===== src/rtl/booth_mac_accum.sv =====
// Accumulator stage behind the radix-4 Booth multiplier: registers each product,
// sums a frame into a saturating signed accumulator and hands the result downstream.
module booth_mac_accum #(
    parameter int PW = 24,
    parameter int AW = 32,
    parameter int CW = 8
) (
    input  logic          clk,
    input  logic          rst,
    input  logic          in_valid,
    output logic          in_ready,
    input  logic [PW-1:0] in_p,
    input  logic          in_last,
    output logic          out_valid,
    input  logic          out_ready,
    output logic [AW-1:0] out_acc,
    output logic          out_sat,
    output logic [CW-1:0] out_cnt
);

    localparam int SW = AW + 1;

    typedef enum logic {ACC = 1'b0, HOLD = 1'b1} state_t;

    state_t               r_state;
    state_t               w_next;
    logic                 r_s1_valid;
    logic                 r_s1_last;
    logic signed [PW-1:0] r_s1_p;
    logic signed [AW-1:0] r_acc;
    logic                 r_sat;
    logic [CW-1:0]        r_cnt;
    logic                 w_s1_consume;
    logic [AW:0]          w_sat_res;
    logic [CW-1:0]        w_cnt_inc;

    function automatic logic signed [AW-1:0] sext_p(input logic signed [PW-1:0] p);
        return AW'(p);
    endfunction

    // Result is {clamped, value}; overflow shows up as the two top sum bits disagreeing.
    function automatic logic [AW:0] sat_add(input logic signed [AW-1:0] a,
                                            input logic signed [PW-1:0] p);
        logic signed [AW:0] sum;
        sum = SW'(a) + SW'(p);
        if (!sum[AW] && sum[AW-1])
            return {1'b1, 1'b0, {(AW-1){1'b1}}};
        else if (sum[AW] && !sum[AW-1])
            return {1'b1, 1'b1, {(AW-1){1'b0}}};
        else
            return {1'b0, sum[AW-1:0]};
    endfunction

    assign w_s1_consume = r_s1_valid && (r_state == ACC || (r_state == HOLD && out_ready));
    assign in_ready     = !r_s1_valid || w_s1_consume;
    assign w_sat_res    = sat_add(r_acc, r_s1_p);
    assign w_cnt_inc    = (r_cnt == '1) ? r_cnt : r_cnt + CW'(1);

    always_ff @(posedge clk) begin
        if (rst)
            r_state <= ACC;
        else
            r_state <= w_next;
    end

    always_comb begin
        w_next = r_state;
        case (r_state)
            ACC:  if (w_s1_consume && r_s1_last) w_next = HOLD;
            HOLD: if (out_ready) w_next = (w_s1_consume && r_s1_last) ? HOLD : ACC;
            default: w_next = ACC;
        endcase
    end

    always_comb begin
        out_valid = (r_state == HOLD);
        out_acc   = r_acc;
        out_sat   = r_sat;
        out_cnt   = r_cnt;
    end

    // S1 capture and S2 accumulate
    always_ff @(posedge clk) begin
        if (rst) begin
            r_s1_valid <= 1'b0;
            r_acc      <= '0;
            r_sat      <= 1'b0;
            r_cnt      <= '0;
        end else begin
            if (in_valid && in_ready) begin
                r_s1_valid <= 1'b1;
                r_s1_p     <= in_p;
                r_s1_last  <= in_last;
            end else if (w_s1_consume) begin
                r_s1_valid <= 1'b0;
            end

            if (r_state == ACC) begin
                if (w_s1_consume) begin
                    r_acc <= w_sat_res[AW-1:0];
                    r_sat <= r_sat | w_sat_res[AW];
                    r_cnt <= w_cnt_inc;
                end
            end else if (out_ready) begin
                // Next frame's first beat may land on the same edge as the handshake.
                if (w_s1_consume) begin
                    r_acc <= sext_p(r_s1_p);
                    r_sat <= 1'b0;
                    r_cnt <= CW'(1);
                end else begin
                    r_acc <= '0;
                    r_sat <= 1'b0;
                    r_cnt <= '0;
                end
            end
        end
    end

    logic w_unused_s1p;
    assign w_unused_s1p = 1'b0;

endmodule


===== config.mk =====
export PLATFORM = sky130hd
export DESIGN_NAME = booth_mac_accum
export DESIGN_NICKNAME = d
export VERILOG_FILES = /design/src/rtl/booth_mac_accum.sv
export SDC_FILE = /design/constraint.sdc
export NUM_CORES = 1
export LEC_CHECK = 0
export CORE_ASPECT_RATIO = 0.75
export CORE_MARGIN = 1.5
export CORE_UTILIZATION = 41
export DETAILED_ROUTE_END_ITERATION = 8
export PLACE_DENSITY = 0.66
export RECOVER_POWER = 100
export SLEW_MARGIN = 20
export SYNTH_ARGS = -nofsm -noshare
export SYNTH_HDL_FRONTEND = slang
export SYNTH_SLANG_ARGS = --single-unit
export TNS_END_PERCENT = 30

===== constraint.sdc =====
create_clock -name clk -period 3.9 [get_ports clk]
set_clock_uncertainty 0.15 [all_clocks]
set_input_delay 0.78 -clock clk [delete_from_list [all_inputs] [get_ports clk]]
set_output_delay 0.78 -clock clk [all_outputs]
set_load 0.03 [all_outputs]

==> flow_summary_export.csv, run 1 <==
group,metric,value,unit
placed_design,place_inst,756,
timing,post-route-period-util,0.940,
detailed_routing,drt_iter0_markers,298,
floorplan,die_area,11900,um^2
timing,setup_violations,0,
placed_design,gp_congestion,0.879,
clock_network,numCtsBuffers,9,
global_route,grt_start_max_net_pins,26,
detailed_routing,vias,4467,
timing,max_slew_margin,0.258,
logic_synthesis,async_flop_share,0,
min_path,hold_class,"flop to flop",
floorplan,die_y,94.9,um
clock_network,clock-root-buffer,"clkbuf_16",
logic_synthesis,ys_top_cells_by_count,"75 x nand2_1, 54 x nor2_1, 50 x a21oi_1, 43 x dfxtp_1, 35 x ha_1",
logic_synthesis,ys.flop_type,"dfxtp_1",
detailed_routing,wl_per_cell,17.2,um
finish,finalInstanceArea,5920,um^2
worst_setup_path,cp.required,4010,ps
clock_network,cts_buffer_depth,2,
clock_network,cts_tree,"built",
detailed_routing,wl,13300,um
global_route,grt_pass1_vias,4206,
clock_network,clock_sinks,68,
finish,final_util,0.541,
worst_setup_path,cp_slowest_cell,"fa_1",
detailed_routing,ant_nets,0,
finish,antenna_cells,0,
worst_setup_path,cp-start-kind,"flop",
logic_synthesis,synth_most_common_cell,"nand2_1",
clock_network,ctsHoldBuffers,0,
finish,syn_to_final_growth,28.1,%
finish,fin_nets,694,
finish,drive_gt1_frac,0.0946,
worst_setup_path,path_class,"flop to flop",
logic_synthesis,yosys_warnings,0,
floorplan,core_area,10900,um^2
worst_setup_path,critPathCaptureType,"flop",
placed_design,postPlaceCellArea,5570,um^2
timing,hold_viol,0,
timing,finalSetupTns,0,ps
global_route,grt_pass1_wl,21500,um
finish,instances_no_fill,774,
logic_synthesis,synth-seq-area-share,0.349,
worst_setup_path,crit_arrival,3770,ps
timing,fmax,273,MHz
floorplan,start_util,0.422,
logic_synthesis,yosysTopAreaCell,"dfxtp_1",
worst_setup_path,path_cells,"ha_2 -> inv_1 -> fa_1 -> nor2b_2 -> o2111ai_2 -> a21oi_2 -> o21ai_2 -> a21oi_2 -> o211a_1 -> o31a_1 -> o22ai_1 -> ha_2 -> clkinv_1 -> nand2_1 -> or3_1 -> mux2_1 -> o221ai_1",
logic_synthesis,yosysUniqueCellTypes,67,
detailed_routing,vias_per_cell,5.77,
pwr,power,2.80,mW
job,cap_violations,0,
floorplan,num_rows,33,
logic_synthesis,synth_edf_count,25,
logic_synthesis,postSynthCellCount,550,
placed_design,port_buffers,71,
placed_design,dp_hpwl,9710,um
timing,report.final.slew_viol_count,0,
timing,fin_crit,3670,ps
worst_setup_path,cpPeakStageDelay,400,ps
logic_synthesis,syn_nets,615,
pwr,ir_drop,0.000234,V
timing,tightest_slew,1110,ps
status,status,"finished clean",
global_route,overflow,0,
logic_synthesis,synthTopCellsByArea,"dfxtp_1 19%, edfxtp_1 16%, ha_1 9.5%, nand2_1 6.1%, a21oi_1 5.4%",
logic_synthesis,yosys_register_bits,68,
detailed_routing,first_pass_iters,5,
detailed_routing,drcViolationCount,0,
clock_network,path_clk_slew,60,ps
clock_network,clock_latency,340,ps
worst_setup_path,worst-path-max-fanout,5,
global_route,antenna_found_initial,0,
floorplan,die_w,126,um
global_route,grt_use_total,0.226,
logic_synthesis,synth_area,4620,um^2
pwr,power_density,473,nW/um^2
floorplan,pin_count,72,
clock_network,htreeDepth,3,
logic_synthesis,yosysTopAreaCellShare,0.186,
pwr,p_leak,2.48,nW
logic_synthesis,synth.avg_cell_area,8.40,um^2
-- power breakdown --
group          internal [mW]  leakage, nW  switching [mW]
combinational          0.413         1.73           0.611
clock                  0.600        0.157           0.319
sequential             0.802        0.589          0.0554
-- critical path, delay by kind of cell, from the launching register on --
kind / cells / cell delay (ps)
flip-flops: 1 / 370
adder cells (fa/ha/maj): 3 / 840
AND/OR/NAND/NOR: 3 / 590
buffers and inverters: 2 / 130
multiplexers: 1 / 300
AO/OA/AOI/OAI: 8 / 1210
-- flip-flops by register name, indices dropped and copies added, names as in the netlist --
signal	flops
out_acc	32
r_s1_p	24
out_cnt	8
out_sat	1
out_valid	1
r_s1_last	1
r_s1_valid	1
-- final timing paths --
path / slack, ps / depth (start not counted) / end / startpoint
worst max register to register: 230 / 17 / out_acc[25] / r_s1_p[0]
worst min-delay path: 340 / 2 / out_sat / out_sat
worst min register to register: 340 / 2 / out_sat / out_sat
worst max-delay path: 230 / 17 / out_acc[25] / r_s1_p[0]
-- per-layer routing --
| metal | global-route usage | wire length (um) | vias to the layer above |
|---|---|---|---|
| li1 | - | - | 2174 |
| met3 | 0.0482 | 857 | 21 |
| met5 | 0 | 0 | - |
| met4 | 0.0653 | 213 | 0 |
| met2 | 0.346 | 5690 | 171 |
| met1 | 0.321 | 6580 | 2101 |
-- per-stage QoR --
stage,hold slack [ps],worst slack [ps]
global route,362,-4.47
CTS,351,50.5
global placement,327,203
floorplan,343,18.2
detailed placement,338,83.6
finish,337,233
-- layout by cell type (no fill, tap or decap), types with 3 or more instances in the layout --
cell and count:
a211oi_1 12, a21boi_0 3, a21o_1 17, a21oi_1 49, a21oi_2 5, a22oi_1 16
a311oi_1 4, a31oi_1 5, and3_1 5, buf_4 17, clkbuf_1 4, clkbuf_16 10
clkbuf_2 3, dfxtp_1 42, dlygate4sd3_1 69, edfxtp_1 25, ha_1 33, inv_1 11
nand2_1 75, nand2b_1 9, nand3_1 8, nand4_1 7, nor2_1 54, nor2b_1 5
nor3_1 16, o211ai_1 7, o21a_1 3, o21ai_0 19, o21ai_1 6, o22ai_1 3
or3_1 4, xnor2_1 13, xor2_1 13
-- area by class of cell --
| type | count | area [um^2] |
|---|---|---|
| clock buffers | 11 | 254 |
| well taps | 140 | 175 |
| inverters | 13 | 48.8 |
| flip-flops and latches | 68 | 1610 |
| repair buffers | 94 | 865 |
| clock inverters | 5 | 83.8 |
| multi-input cells | 443 | 2880 |
| fillers | 971 | 5020 |
-- logic make-up after synthesis --
group | after synthesis | synth area share
buffers and inverters | 39 | 0.0322
multiplexers | 3 | 0.00677
XOR/XNOR | 26 | 0.0493
flip-flops | 68 | 0.349
AND/OR/NAND/NOR | 201 | 0.202
AO/OA/AOI/OAI | 177 | 0.262
adder cells (fa/ha/maj) | 36 | 0.0991
-- repair_timing --
item	CTS	global route
setup endpoints to repair	0	25
resized for setup	0	6
setup buffers	0	2
(Power assumes the default switching activity.)
==> inputs of run 2 (changes only) <==
--- a/config.mk
+++ b/config.mk
@@ -6,12 +6,12 @@
 export NUM_CORES = 1
 export LEC_CHECK = 0
 export CORE_ASPECT_RATIO = 0.75
-export CORE_MARGIN = 1.5
+export CORE_MARGIN = 2
 export CORE_UTILIZATION = 41
+export CTS_CLUSTER_DIAMETER = 100
 export DETAILED_ROUTE_END_ITERATION = 8
 export PLACE_DENSITY = 0.66
 export RECOVER_POWER = 100
-export SLEW_MARGIN = 20
 export SYNTH_ARGS = -nofsm -noshare
 export SYNTH_HDL_FRONTEND = slang
 export SYNTH_SLANG_ARGS = --single-unit
==> run 2 against run 1 <==
  * Hold slack got worse by 23 ps
  * Largest cell class unchanged
  * Power decreased by 3.0%
  * Utilization shrank 0.40 points
  * Die area is 1.9% higher
  * Register-to-register slack barely moved
  * Wire length is 1.6% higher
  * Global-route usage grew 0.47 points
  * Fmax up 0.12%
  * Worst setup slack improved by 4.2 ps
  * Combinational power hardly changed
  * Critical path depth unchanged
  * Clock power down 9.1%
==> flow_summary_export.csv, run 2 (synthesis gave the netlist of run 1 again) <==
group,metric,value,unit
min_path,hold_class,"flop to flop",
timing,tightest_slew,908,ps
clock_network,clock_sinks,68,
pwr,p_seq_frac,0.315,
detailed_routing,vias_per_cell,5.83,
timing,hold_viol,0,
placed_design,place_inst,755,
finish,drive_gt1_frac,0.0932,
worst_setup_path,cp-endpoint,"out_acc[25]",
placed_design,gp_congestion,0.938,
worst_setup_path,cp-startpoint,"r_s1_p[0]",
placed_design,dp_hpwl,9820,um
timing,finalSetupTns,0,ps
global_route,grt_start_max_net_pins,26,
finish,fin_nets,693,
worst_setup_path,cp.required,4000,ps
detailed_routing,ant_nets,0,
pwr,p_leak,2.46,nW
pwr,power_switching_share,0.368,
detailed_routing,drt_iter0_markers,315,
worst_setup_path,reg2reg_slack,240,ps
global_route,grt_pass1_wl,22400,um
worst_setup_path,r2r-end,"out_acc[25]",
timing,report.final.slew_viol_count,0,
worst_setup_path,path_cells,"ha_2 -> inv_1 -> fa_1 -> nor2b_1 -> o2111ai_1 -> a21oi_2 -> o21ai_2 -> a21oi_2 -> o211a_1 -> o31a_1 -> o22ai_1 -> ha_2 -> clkinv_1 -> nand2_1 -> or3_1 -> mux2_1 -> o221ai_1",
worst_setup_path,worst-path-max-fanout,5,
detailed_routing,vias,4510,
clock_network,numCtsBuffers,9,
floorplan,die_area,12100,um^2
worst_setup_path,cp_slowest_cell,"or3_1",
finish,instances_no_fill,773,
timing,post-route-period-util,0.939,
pwr,switchingPower,0.999,mW
floorplan,start_util,0.422,
job,cap_violations,0,
finish,syn_to_final_growth,27.2,%
placed_design,port_buffers,71,
floorplan,core_area,10900,um^2
detailed_routing,drcViolationCount,0,
global_route,overflow,0,
worst_setup_path,cpPeakStageDelay,380,ps
floorplan,pin_count,72,
clock_network,htreeDepth,3,
global_route,grt_use_total,0.231,
status,status,"finished clean",
pwr,power_density,462,nW/um^2
global_route,antenna_found_initial,0,
worst_setup_path,cp-start-kind,"flop",
clock_network,clock_latency,340,ps
global_route,grt_pass1_vias,4399,
finish,mostFrequentLayoutCell,"nand2_1",
detailed_routing,wl_per_cell,17.5,um
detailed_routing,wl,13600,um
finish,final_cell_mix,"75 x nand2_1, 70 x dlygate4sd3_1, 54 x nor2_1",
timing,setup_violations,0,
pwr,pwr-share-clk,0.307,
worst_setup_path,ff2ff_path_depth,17,
worst_setup_path,crit_arrival,3770,ps
detailed_routing,first_pass_iters,5,
timing,fmax,273,MHz
finish,largest_register_ffs,32,
clock_network,ctsHoldBuffers,0,
pwr,ir_drop,0.000203,V
placed_design,postPlaceCellArea,5560,um^2
clock_network,clock-root-buffer,"clkbuf_16",
finish,finalInstanceArea,5880,um^2
worst_setup_path,critPathCaptureType,"flop",
timing,fin_crit,3660,ps
floorplan,num_rows,33,
pwr,comb_power_share,0.378,
finish,antenna_cells,0,
floorplan,die_y,95.9,um
clock_network,cts_tree,"built",
timing,setup_slack,237,ps
clock_network,cts_buffer_depth,2,
worst_setup_path,path_class,"flop to flop",
worst_setup_path,r2r_start,"r_s1_p[0]",
clock_network,path_clk_slew,60,ps
floorplan,die_w,127,um
placed_design,place_ws,88.1,ps
pwr,power,2.72,mW
timing,max_slew_margin,0.395,
pwr,power.internal,1.72,mW
run 2: power by group through the flow:
stage / Sequential, mW / Combinational (mW) / Clock [mW]
2_1_floorplan: 0.957 / 0.604 / 0
3_3_place_gp: 0.869 / 1.02 / 0
3_5_place_dp: 0.872 / 1.03 / 0
4_1_cts: 0.857 / 1.04 / 0.848
5_1_grt: 0.864 / 1.13 / 0.880
6_report: 0.855 / 1.03 / 0.835
run 2: area by class of cell:
class,count,area [um^2]
sequential,68,1610
fill,1013,5070
inverter,13,48.8
tap,140,175
clock inverter,6,72.6
multi-input combinational,443,2870
clock buffer,10,229
timing repair buffer,93,863
run 2: worst min-delay path by stage:
stage	from	cells past startpoint	end	slack, ps
6_report	out_sat	2	out_sat	310
5_1_grt	out_sat	2	out_sat	370
4_1_cts	out_sat	2	out_sat	330
3_5_place_dp	out_sat	2	out_sat	320
3_3_place_gp	out_sat	2	out_sat	310
2_1_floorplan	r_s1_last	2	out_valid	340
run 2: critical path: cells and delay by family, from the launching register on:
| family | cells | cell delay (ps) |
|---|---|---|
| and+or+nand+nor | 3 | 590 |
| adders and majority gates | 3 | 830 |
| AOI/OAI and AO/OA | 8 | 1250 |
| buffers and inverters | 2 | 110 |
| DFF | 1 | 350 |
| muxes | 1 | 300 |
run 2: layer usage:
layer / up-vias / wire length (um) / global-route usage / part of all wire
li1: 2190 / - / - / -
met1: 2135 / 6530 / 0.325 / 0.48
met2: 168 / 5830 / 0.357 / 0.43
met3: 17 / 1030 / 0.0539 / 0.076
met4: 0 / 170 / 0.0604 / 0.013
met5: - / 0 / 0 / 0
run 2: timing repair:
| item | CTS | global route |
|---|---|---|
| endpoints found under the setup margin | 0 | 12 |
| gates resized for setup | 0 | 6 |
| setup buffers | 0 | 2 |
| hold endpoints to repair | 0 | 0 |
run 2: through the flow:
step | utilization | hold WS, ps
2_1_floorplan | - | 343
3_3_place_gp | 0.508 | 313
3_5_place_dp | 0.508 | 316
4_1_cts | 0.536 | 329
5_1_grt | 0.537 | 367
6_report | 0.537 | 314
